--- src/rtl/apb_wr_req_fifo_pkg.sv ---
`default_nettype none
// ============================================================================
// Package : apb_ic_pkg
// Brief   : Shared APB interconnect widths and write-request record type.
// Rev     : 1.0  initial release
// ============================================================================
package apb_ic_pkg;

  localparam int ADDR_W = 32;
  localparam int DATA_W = 32;

  typedef struct packed {
    logic [ADDR_W-1:0] addr;
    logic [DATA_W-1:0] wdata;
  } wr_req_t;

endpackage : apb_ic_pkg
`default_nettype wire

--- src/rtl/apb_wr_req_fifo_if.sv ---
`default_nettype none
// ============================================================================
// Interface : apb_wr_req_fifo_if
// Brief     : Push side (slave stage) and pop side (arbiter) of the write FIFO.
// Rev       : 1.0  initial release
// ============================================================================
interface apb_wr_req_fifo_if #(
  parameter int CNT_W = 4
);
  import apb_ic_pkg::*;

  logic              push_in;
  logic              fifo_write;
  logic [ADDR_W-1:0] push_addr_in;
  logic [DATA_W-1:0] push_wdata_in;
  logic              fifo_data_in_ack;
  logic              full_o;
  logic              empty_o;
  logic [CNT_W-1:0]  count_o;
  logic              overflow_o;
  logic              pop_valid_o;
  logic              pop_ready_i;
  logic [ADDR_W-1:0] pop_addr_o;
  logic [DATA_W-1:0] pop_wdata_o;

  // FIFO side of the link
  modport slave (
    input  push_in, fifo_write, push_addr_in, push_wdata_in, pop_ready_i,
    output fifo_data_in_ack, full_o, empty_o, count_o, overflow_o,
           pop_valid_o, pop_addr_o, pop_wdata_o
  );

  // Producer/consumer side of the link
  modport master (
    output push_in, fifo_write, push_addr_in, push_wdata_in, pop_ready_i,
    input  fifo_data_in_ack, full_o, empty_o, count_o, overflow_o,
           pop_valid_o, pop_addr_o, pop_wdata_o
  );

endinterface : apb_wr_req_fifo_if
`default_nettype wire

--- src/rtl/apb_wr_req_fifo_mem.sv ---
`default_nettype none
// ============================================================================
// Module : apb_wr_req_fifo_mem
// Brief  : DEPTH x wr_req_t storage, one synchronous write, one async read.
// Rev    : 1.0  initial release
// ============================================================================
module apb_wr_req_fifo_mem
  import apb_ic_pkg::*;
#(
  parameter int DEPTH = 8,
  parameter int PTR_W = $clog2(DEPTH)
) (
  input  logic             clk,
  input  logic             we_i,
  input  logic [PTR_W-1:0] waddr_i,
  input  wr_req_t          wdata_i,
  input  logic [PTR_W-1:0] raddr_i,
  output wr_req_t          rdata_o
);

  // Storage is intentionally not reset; occupancy tracking lives in the top.
  wr_req_t mem_q [DEPTH];

  always_ff @(posedge clk) begin
    if (we_i) begin
      mem_q[waddr_i] <= wdata_i;
    end
  end

  assign rdata_o = mem_q[raddr_i];

endmodule : apb_wr_req_fifo_mem
`default_nettype wire

--- src/rtl/apb_wr_req_fifo.sv ---
`default_nettype none
// ============================================================================
// Module : apb_wr_req_fifo
// Brief  : First-word fall-through write-request FIFO between APB slave stage
//          and round-robin arbiter, with registered push ack and sticky overflow.
// Rev    : 1.0  initial release
// ============================================================================
module apb_wr_req_fifo
  import apb_ic_pkg::*;
#(
  parameter int DEPTH = 8
) (
  input  logic              PCLK,
  input  logic              PRESET,
  apb_wr_req_fifo_if.slave  bus_if
);

  localparam int CNT_W = $clog2(DEPTH) + 1;
  localparam int PTR_W = $clog2(DEPTH);

  localparam logic [CNT_W-1:0] CNT_FULL = CNT_W'(DEPTH);
  localparam logic [CNT_W-1:0] CNT_ONE  = CNT_W'(1);
  localparam logic [PTR_W-1:0] PTR_ONE  = PTR_W'(1);

  logic [PTR_W-1:0] wr_ptr_q, wr_ptr_d;
  logic [PTR_W-1:0] rd_ptr_q, rd_ptr_d;
  logic [CNT_W-1:0] count_q,  count_d;
  logic             ack_q,    ack_d;
  logic             overflow_q, overflow_d;

  logic    full_w;
  logic    empty_w;
  logic    push_req_w;
  logic    push_acc_w;
  logic    pop_acc_w;
  wr_req_t push_data_w;
  wr_req_t head_w;

  // Flags depend only on registered occupancy, never on this cycle's strobes.
  assign full_w     = (count_q == CNT_FULL);
  assign empty_w    = (count_q == '0);
  assign push_req_w = bus_if.push_in & bus_if.fifo_write;
  assign push_acc_w = push_req_w & ~full_w;
  assign pop_acc_w  = ~empty_w & bus_if.pop_ready_i;

  assign push_data_w.addr  = bus_if.push_addr_in;
  assign push_data_w.wdata = bus_if.push_wdata_in;

  always_comb begin
    wr_ptr_d   = wr_ptr_q;
    rd_ptr_d   = rd_ptr_q;
    count_d    = count_q;
    ack_d      = push_acc_w;
    overflow_d = overflow_q | (push_req_w & full_w);

    if (push_acc_w) begin
      wr_ptr_d = wr_ptr_q + PTR_ONE;
    end
    if (pop_acc_w) begin
      rd_ptr_d = rd_ptr_q + PTR_ONE;
    end

    case ({push_acc_w, pop_acc_w})
      2'b10:   count_d = count_q + CNT_ONE;
      2'b01:   count_d = count_q - CNT_ONE;
      default: count_d = count_q;
    endcase
  end

  always_ff @(posedge PCLK) begin
    if (PRESET) begin
      wr_ptr_q   <= '0;
      rd_ptr_q   <= '0;
      count_q    <= '0;
      ack_q      <= 1'b0;
      overflow_q <= 1'b0;
    end else begin
      wr_ptr_q   <= wr_ptr_d;
      rd_ptr_q   <= rd_ptr_d;
      count_q    <= count_d;
      ack_q      <= ack_d;
      overflow_q <= overflow_d;
    end
  end

  apb_wr_req_fifo_mem #(
    .DEPTH (DEPTH),
    .PTR_W (PTR_W)
  ) u_mem (
    .clk     (PCLK),
    .we_i    (push_acc_w),
    .waddr_i (wr_ptr_q),
    .wdata_i (push_data_w),
    .raddr_i (rd_ptr_q),
    .rdata_o (head_w)
  );

  assign bus_if.fifo_data_in_ack = ack_q;
  assign bus_if.full_o           = full_w;
  assign bus_if.empty_o          = empty_w;
  assign bus_if.count_o          = count_q;
  assign bus_if.overflow_o       = overflow_q;
  assign bus_if.pop_valid_o      = ~empty_w;
  assign bus_if.pop_addr_o       = head_w.addr;
  assign bus_if.pop_wdata_o      = head_w.wdata;

endmodule : apb_wr_req_fifo
`default_nettype wire
--- src/flat_wrapper.sv ---
// flat-port wrapper written by rule: the top's interface ports become plain ports
module apb_wr_req_fifo_flat import apb_ic_pkg::*;
#(
  parameter int DEPTH = 8
)
  (PCLK, PRESET, bus_if_push_in, bus_if_fifo_write, bus_if_push_addr_in, bus_if_push_wdata_in, bus_if_pop_ready_i, bus_if_fifo_data_in_ack, bus_if_full_o, bus_if_empty_o, bus_if_count_o, bus_if_overflow_o, bus_if_pop_valid_o, bus_if_pop_addr_o, bus_if_pop_wdata_o);
  apb_wr_req_fifo_if bus_if_i ();
  input  logic PCLK;
  input  logic PRESET;
  input wire logic [$bits(bus_if_i.push_in)-1:0] bus_if_push_in;
  input wire logic [$bits(bus_if_i.fifo_write)-1:0] bus_if_fifo_write;
  input wire logic [$bits(bus_if_i.push_addr_in)-1:0] bus_if_push_addr_in;
  input wire logic [$bits(bus_if_i.push_wdata_in)-1:0] bus_if_push_wdata_in;
  input wire logic [$bits(bus_if_i.pop_ready_i)-1:0] bus_if_pop_ready_i;
  output wire logic [$bits(bus_if_i.fifo_data_in_ack)-1:0] bus_if_fifo_data_in_ack;
  output wire logic [$bits(bus_if_i.full_o)-1:0] bus_if_full_o;
  output wire logic [$bits(bus_if_i.empty_o)-1:0] bus_if_empty_o;
  output wire logic [$bits(bus_if_i.count_o)-1:0] bus_if_count_o;
  output wire logic [$bits(bus_if_i.overflow_o)-1:0] bus_if_overflow_o;
  output wire logic [$bits(bus_if_i.pop_valid_o)-1:0] bus_if_pop_valid_o;
  output wire logic [$bits(bus_if_i.pop_addr_o)-1:0] bus_if_pop_addr_o;
  output wire logic [$bits(bus_if_i.pop_wdata_o)-1:0] bus_if_pop_wdata_o;
  assign bus_if_i.push_in = bus_if_push_in;
  assign bus_if_i.fifo_write = bus_if_fifo_write;
  assign bus_if_i.push_addr_in = bus_if_push_addr_in;
  assign bus_if_i.push_wdata_in = bus_if_push_wdata_in;
  assign bus_if_i.pop_ready_i = bus_if_pop_ready_i;
  assign bus_if_fifo_data_in_ack = bus_if_i.fifo_data_in_ack;
  assign bus_if_full_o = bus_if_i.full_o;
  assign bus_if_empty_o = bus_if_i.empty_o;
  assign bus_if_count_o = bus_if_i.count_o;
  assign bus_if_overflow_o = bus_if_i.overflow_o;
  assign bus_if_pop_valid_o = bus_if_i.pop_valid_o;
  assign bus_if_pop_addr_o = bus_if_i.pop_addr_o;
  assign bus_if_pop_wdata_o = bus_if_i.pop_wdata_o;
  apb_wr_req_fifo #(.DEPTH(DEPTH)) u_core (.PCLK(PCLK), .PRESET(PRESET), .bus_if(bus_if_i));
endmodule
--- config.mk ---
export PLATFORM = sky130hd
export DESIGN_NAME = apb_wr_req_fifo_flat
export DESIGN_NICKNAME = d
export VERILOG_FILES = /design/src/rtl/apb_wr_req_fifo_pkg.sv /design/src/rtl/apb_wr_req_fifo_if.sv /design/src/rtl/apb_wr_req_fifo_mem.sv /design/src/rtl/apb_wr_req_fifo.sv /design/src/flat_wrapper.sv
export SDC_FILE = /design/constraint.sdc
export NUM_CORES = 1
export LEC_CHECK = 0
export CORE_UTILIZATION = 60
export DETAILED_ROUTE_END_ITERATION = 10
export GPL_TIMING_DRIVEN = 0
export PLACE_DENSITY = 0.83
export SKIP_CTS_REPAIR_TIMING = 1
export SLEW_MARGIN = 20
export SYNTH_ARGS = -nofsm -noshare
export SYNTH_HDL_FRONTEND = slang
export SYNTH_SLANG_ARGS = --single-unit
--- constraint.sdc ---
create_clock -name PCLK -period 16 [get_ports PCLK]
set_input_delay 3.2 -clock PCLK [delete_from_list [all_inputs] [get_ports PCLK]]
set_output_delay 3.2 -clock PCLK [all_outputs]
set_load 0.02 [all_outputs]
==> summary.md, run 1 <==
| Metric | Value |
|---|---|
| Largest net degree at the start of global routing | 21 |
| Max Fclk | 0.156 GHz |
| Area share of the largest cell type after synthesis | 0.771 |
| Number of CTS-inserted buffers | 51 |
| Reg-to-Reg End | u_core.u_mem.mem_q[4][41] |
| Layout cells sized above 1 | 0.306 |
| Clk_lat worst skew | 550 ps |
| Final HPWL from detailed placement | 25100 um |
| Reg-to-Reg Start | u_core.bus_if.count_o[1] |
| Fin crit period | 6400 ps |
| Worst EP required | 12800 ps |
| Grt ovf | 0 |
| Hold wc startpoint | u_core.bus_if.overflow_o |
| Max-slew violation count | 0 |
| Hold Path End | u_core.bus_if.overflow_o |
| Warnings from Yosys | 0 |
| Core area | 32600 um^2 |
| Most common cell in the netlist | edfxtp_1 |
| Seq/Total Area, Yosys | 0.786 |
| CP arrival | 3200 ps |
| Ys flop type | edfxtp_1 |
| Crit start category | register |
| Sink Count | 527 |
| Number of max-cap violations | 0 |
| Maximum vdd drop | 85.4 uV |
| Post-Syn Nets | 897 |
| Endpoints failing setup | 0 |
| Crit-path cells | buf_1, clkbuf_1, mux2_2, clkdlybuf4s50_1 |
| Hold Fails Final Rpt | 0 |
| Tcrit/Tclk final | 0.400 |
| Post-synth EDFFs | 512 |
| Cell area power density | 140 nW/um^2 |
| Row cnt | 66 |
| Hold Crit Class | register to register |
| Diode count | 0 |
| Initial antenna violation count | 2 |
| Largest cells by area after synthesis | edfxtp_1 (77%), mux4_2 (14%), mux2_2 (3.7%) |
| DRC Markers | 0 |
| Gp weighted congestion | 0.706 |
| Die ar. | 34000 um^2 |
| Slew @ Worst Pin | 929 ps |
| Async set-or-reset flop fraction in the synthesized netlist | 0 |
| CP delay by family, top | buffers and inverters |
| Wire per inst | 26.2 um |
| Port Buffers | 141 |
| Post-synth top cells | edfxtp_1 (512), mux4_2 (128), mux2_2 (65) |
| DRT Wirelength | 40600 um |
| Kind of critical path | register to output port |
| Mapped Area | 19900 um^2 |
| Root buf cell | clkbuf_16 |
| # fillers | 1738 |
| Die height | 184 um |
| GRT Util Overall | 0.250 |
| H-Tree Depth | 2 |
| Maximum clock path buffer count | 3 |
| First-pass GRT wire length | 60900 um |
| Starting Density | 0.611 |
| Cell Area, Placed | 22600 um^2 |
| Status | finished, final reports clean |
| Avg Cell Area, Syn | 24.2 um^2 |
| Yosys cell types | 32 |
| Area leader, netlist | edfxtp_1 |
| Setup crit end kind | output port |
| FF+latch count, synth | 527 |
| Setup_tns | 0 ps |
| CP Max Fanout | 10 |
| Final instance area | 24100 um^2 |
| Number of buffers and inverters on the critical path | 3 |
| Layout Cells excl Fill | 1552 |
| Layout Nets | 1151 |
| CTS tree | done |
| DR vias/cell | 6.04 |
| Min-Delay Path Depth | 2 |
| Post-synthesis cell count | 823 |
| CTS clk-pin slew, worst paths | 50 ps |
| Worst slew margin | 0.381 |
| Area grow syn2layout | 20.8% |
| Vias | 9381 |
| Static Leakage | 7.59 nW |
| R2R Setup Slk | 13000 ps |
| TritonRoute pass-1 iters | 5 |
| Crit-path max cell delay | 700 ps |
| Slowest CP cell | buf_1 |
| Initial detailed-routing violation count | 942 |
| Die extent in x | 184 um |
| FF-to-FF path depth | 9 |
| Placed Instances | 1466 |
| ANT nets after route | 0 |
| Vias in the first global route | 9804 |
| RSZ-0062 raised after global routing | false |
| IO Pins | 142 |
| Setup Skew | 12.6 ps |
[power breakdown]
group	switching [mW]	internal (mW)
Sequential	0.0149	1.55
Clock	0.469	0.618
Combinational	0.348	0.383
[registers in the layout (all words and copies together), names as in the netlist, named ones only]
register,count
u_core.bus_if.fifo_data_in_ack,1
u_core.bus_if.count_o,4
u_core.bus_if.overflow_o,1
u_core.rd_ptr_q,3
u_core.wr_ptr_q,3
u_core.u_mem.mem_q,512
[cell families after synthesis]
| kind of cell | Yosys count | synth area share |
|---|---|---|
| flip-flops | 527 | 0.786 |
| XOR/XNOR | 7 | 0.00307 |
| buffers and inverters | 42 | 0.0130 |
| adder cells (fa/ha/maj) | 5 | 0.00314 |
| AND/OR/NAND/NOR | 39 | 0.0105 |
| AO/OA/AOI/OAI | 9 | 0.00245 |
| multiplexers | 194 | 0.182 |
[area by class of cell]
cell class	instances	area [um^2]	area share
repair buffers	201	2050	0.0853
well taps	442	553	0.0230
clock buffers	71	1390	0.0579
clock inverters	15	92.6	0.00384
inverters	3	11.3	0.000468
flip-flops and latches	527	15700	0.651
plain buffers	39	249	0.0103
multi-input cells	254	4060	0.168
[how the worst max path moves through the flow]
| stage | endpoint | slack, ps | cells after the start |
|---|---|---|---|
| floorplan | u_core.u_mem.mem_q[0][0] | 5670 | 4 |
| global placement | u_core.u_mem.mem_q[0][42] | -510 | 5 |
| detailed placement | u_core.u_mem.mem_q[4][42] | 9890 | 9 |
| CTS | bus_if_pop_addr_o[13] | 9570 | 4 |
| global route | bus_if_pop_wdata_o[26] | 9480 | 4 |
| finish | bus_if_pop_wdata_o[26] | 9600 | 4 |
[through the flow]
| stage | setup slack [ps] | util | hold WS, ps | power [mW] |
|---|---|---|---|---|
| global route | 9480 | 0.738 | 522 | 3.50 |
| global placement | -515 | 0.672 | 454 | 2.31 |
| finish | 9600 | 0.738 | 477 | 3.38 |
| floorplan | 5670 | - | 447 | 2.07 |
| CTS | 9570 | 0.738 | 477 | 3.41 |
| detailed placement | 9890 | 0.693 | 462 | 2.32 |
[routing by layer]
layer	GRT usage	vias up	part of all wire
met4	0.0810	4	0.026
met5	0	-	0.00066
met2	0.408	417	0.51
met1	0.353	4886	0.40
li1	-	3997	-
met3	0.0385	77	0.066
[tightest hold or removal path, stage by stage (launching register included)]
cell,delay (ps)
dfxtp_1,320
a31oi_1,40
nor2_1,70
[cell usage in the layout (no fill, tap or decap), types with 11 or more instances in the layout]
master,count
clkbuf_1,30
clkbuf_16,53
edfxtp_1,512
buf_4,33
mux2_2,65
nor2_1,11
mux4_2,128
dfxtp_1,15
clkdlybuf4s50_1,141
buf_6,23
buf_2,13
(Power assumes the default switching activity.)
==> run 2: changes to the inputs <==
--- a/config.mk
+++ b/config.mk
@@ -5,10 +5,10 @@
 export SDC_FILE = /design/constraint.sdc
 export NUM_CORES = 1
 export LEC_CHECK = 0
-export CORE_UTILIZATION = 60
+export CORE_UTILIZATION = 53
 export DETAILED_ROUTE_END_ITERATION = 10
 export GPL_TIMING_DRIVEN = 0
-export PLACE_DENSITY = 0.83
+export PLACE_DENSITY = 0.78
 export SKIP_CTS_REPAIR_TIMING = 1
 export SLEW_MARGIN = 20
 export SYNTH_ARGS = -nofsm -noshare
==> constraint.sdc (replaced) <==
create_clock -name PCLK -period 5.4 [get_ports PCLK]
set_input_delay 1.08 -clock PCLK [delete_from_list [all_inputs] [get_ports PCLK]]
set_output_delay 1.08 -clock PCLK [all_outputs]
set_load 0.02 [all_outputs]
==> run 2 against run 1 <==
Clock-buffer cell count down 4. Largest cell class unchanged. Sequential share of layout area down 0.73 points. Critical path depth unchanged.
==> summary.md, run 2 (synthesis gave the netlist of run 1 again) <==
| Metric | Value |
|---|---|
| Tcrit/Tclk final | 0.801 |
| Number of CTS-inserted buffers | 51 |
| IO Pins | 142 |
| Initial detailed-routing violation count | 755 |
| Top reg by flops | u_core.u_mem.mem_q |
| DR vias/cell | 5.87 |
| CTS clk-pin slew, worst paths | 70 ps |
| TritonRoute pass-1 iters | 5 |
| DRC Markers | 0 |
| Die ar. | 38400 um^2 |
| Number of max-cap violations | 0 |
| ANT nets after route | 0 |
| Crit start category | register |
| Net Sw Frac | 0.242 |
| DRT Wirelength | 40400 um |
| Sequential share of power | 0.444 |
| Setup_tns | 0 ps |
| Max Fclk | 0.231 GHz |
| Static Leakage | 7.65 nW |
| H-Tree Depth | 2 |
| Gp weighted congestion | 0.696 |
| Maximum vdd drop | 348 uV |
| Largest net degree at the start of global routing | 22 |
| Port Buffers | 141 |
| Grt ovf | 0 |
| Starting Density | 0.542 |
| # fillers | 2297 |
| Setup crit end kind | output port |
| Final HPWL from detailed placement | 25500 um |
| CP Max Fanout | 10 |
| GRT Util Overall | 0.216 |
| Kind of critical path | register to output port |
| CP arrival | 3240 ps |
| Root buf cell | clkbuf_16 |
| Row cnt | 70 |
| Hold Fails Final Rpt | 0 |
| NetSw | 2.52 mW |
| Maximum clock path buffer count | 3 |
| Most common cell after layout, fill and taps aside | edfxtp_1 |
| Vias | 9260 |
| Clock power share | 0.349 |
| Layout cells sized above 1 | 0.307 |
| Setup Skew | 21.3 ps |
| Status | finished, final reports clean |
| Initial antenna violation count | 3 |
| Worst slew margin | 0.380 |
| Vias in the first global route | 9784 |
| Area grow syn2layout | 22.1% |
| Die height | 196 um |
| Max-slew violation count | 0 |
| Crit-path max cell delay | 690 ps |
| Pint | 7.90 mW |
| Max FFs per register | 512 |
| Final instance area | 24400 um^2 |
| Endpoints failing setup | 0 |
| Cell Area, Placed | 22600 um^2 |
| CTS tree | done |
| Slew @ Worst Pin | 930 ps |
| Die extent in x | 196 um |
| Fin crit period | 4320 ps |
| Crit-path cells | buf_1, clkbuf_1, mux2_2, clkdlybuf4s50_1 |
| Cell area power density | 428 nW/um^2 |
| Commonest non-fill, non-tap cells in the layout | edfxtp_1 (512), clkdlybuf4s50_1 (141), mux4_2 (128) |
| Clk_lat worst skew | 560 ps |
| RSZ-0062 raised after global routing | false |
| Sink Count | 527 |
| Wire per inst | 25.6 um |
| Hold WS | 478 ps |
| Combinational Power Share | 0.207 |
| Slowest CP cell | buf_1 |
| Layout Nets | 1141 |
| First-pass GRT wire length | 60400 um |
| Worst EP required | 4320 ps |
| Hold Crit Class | register to register |
| Core area | 36800 um^2 |
[run 2: cell count changes in the layout (fill, tap and decap cells not counted), moves of 2 or more]
cell	change
clkbuf_1	-4
buf_2	-9
buf_4	-8
bufinv_16	+7
buf_16	-2
buf_8	+5
clkinvlp_4	+2
clkinv_1	+2
buf_12	+4
[run 2: final timing paths]
path	slack [ps]	from	cells after the start	to
worst max-delay path	1080	register	4	bus_if_pop_wdata_o[13]
worst min-delay path	480	u_core.bus_if.overflow_o	2	u_core.bus_if.overflow_o
worst max register to register	2420	u_core.bus_if.count_o[1]	9	u_core.u_mem.mem_q[5][35]
worst min register to register	480	u_core.bus_if.overflow_o	2	u_core.bus_if.overflow_o
[run 2: power by group through the flow]
stage	clock network, mW	registers (mW)	logic (mW)
2_1_floorplan	0	4.73	1.39
3_3_place_gp	0	4.73	2.13
3_5_place_dp	0	4.71	2.19
4_1_cts	3.68	4.63	2.20
5_1_grt	3.83	4.64	2.31
6_report	3.63	4.63	2.16
[run 2: worst max-delay path: cells and delay by family, from the launching register on]
family / cells / cell delay (ps)
flops: 1 / 310
mux: 1 / 450
buf+inv: 3 / 1910
[run 2: through the flow]
stage,total power [mW],utilization,cells,worst slack (ps)
after global routing,10.8,0.662,1577,940
after floorplan,6.12,-,823,-1110
after detailed placement,6.90,0.615,1482,1440
after CTS,10.5,0.662,1576,1010
final,10.4,0.662,1577,1080
after global placement,6.85,0.597,1432,-6230
[run 2: cell type report]
type	count	area, um^2	area share
flip-flops and latches	527	15700	0.644
multi-input cells	254	4070	0.167
repair buffers	191	2050	0.0841
clock buffers	67	1380	0.0566
well taps	468	586	0.0240
clock inverters	27	337	0.0138
plain buffers	39	249	0.0102
inverters	3	11.3	0.000462
diodes	1	2.50	0.000103
[run 2: per-layer routing]
layer,global-route usage,vias to the layer above,part of all wire
li1,-,3999,-
met1,0.305,4895,0.43
met2,0.347,299,0.49
met3,0.0426,63,0.062
met4,0.0628,4,0.021
met5,0,-,0.00064
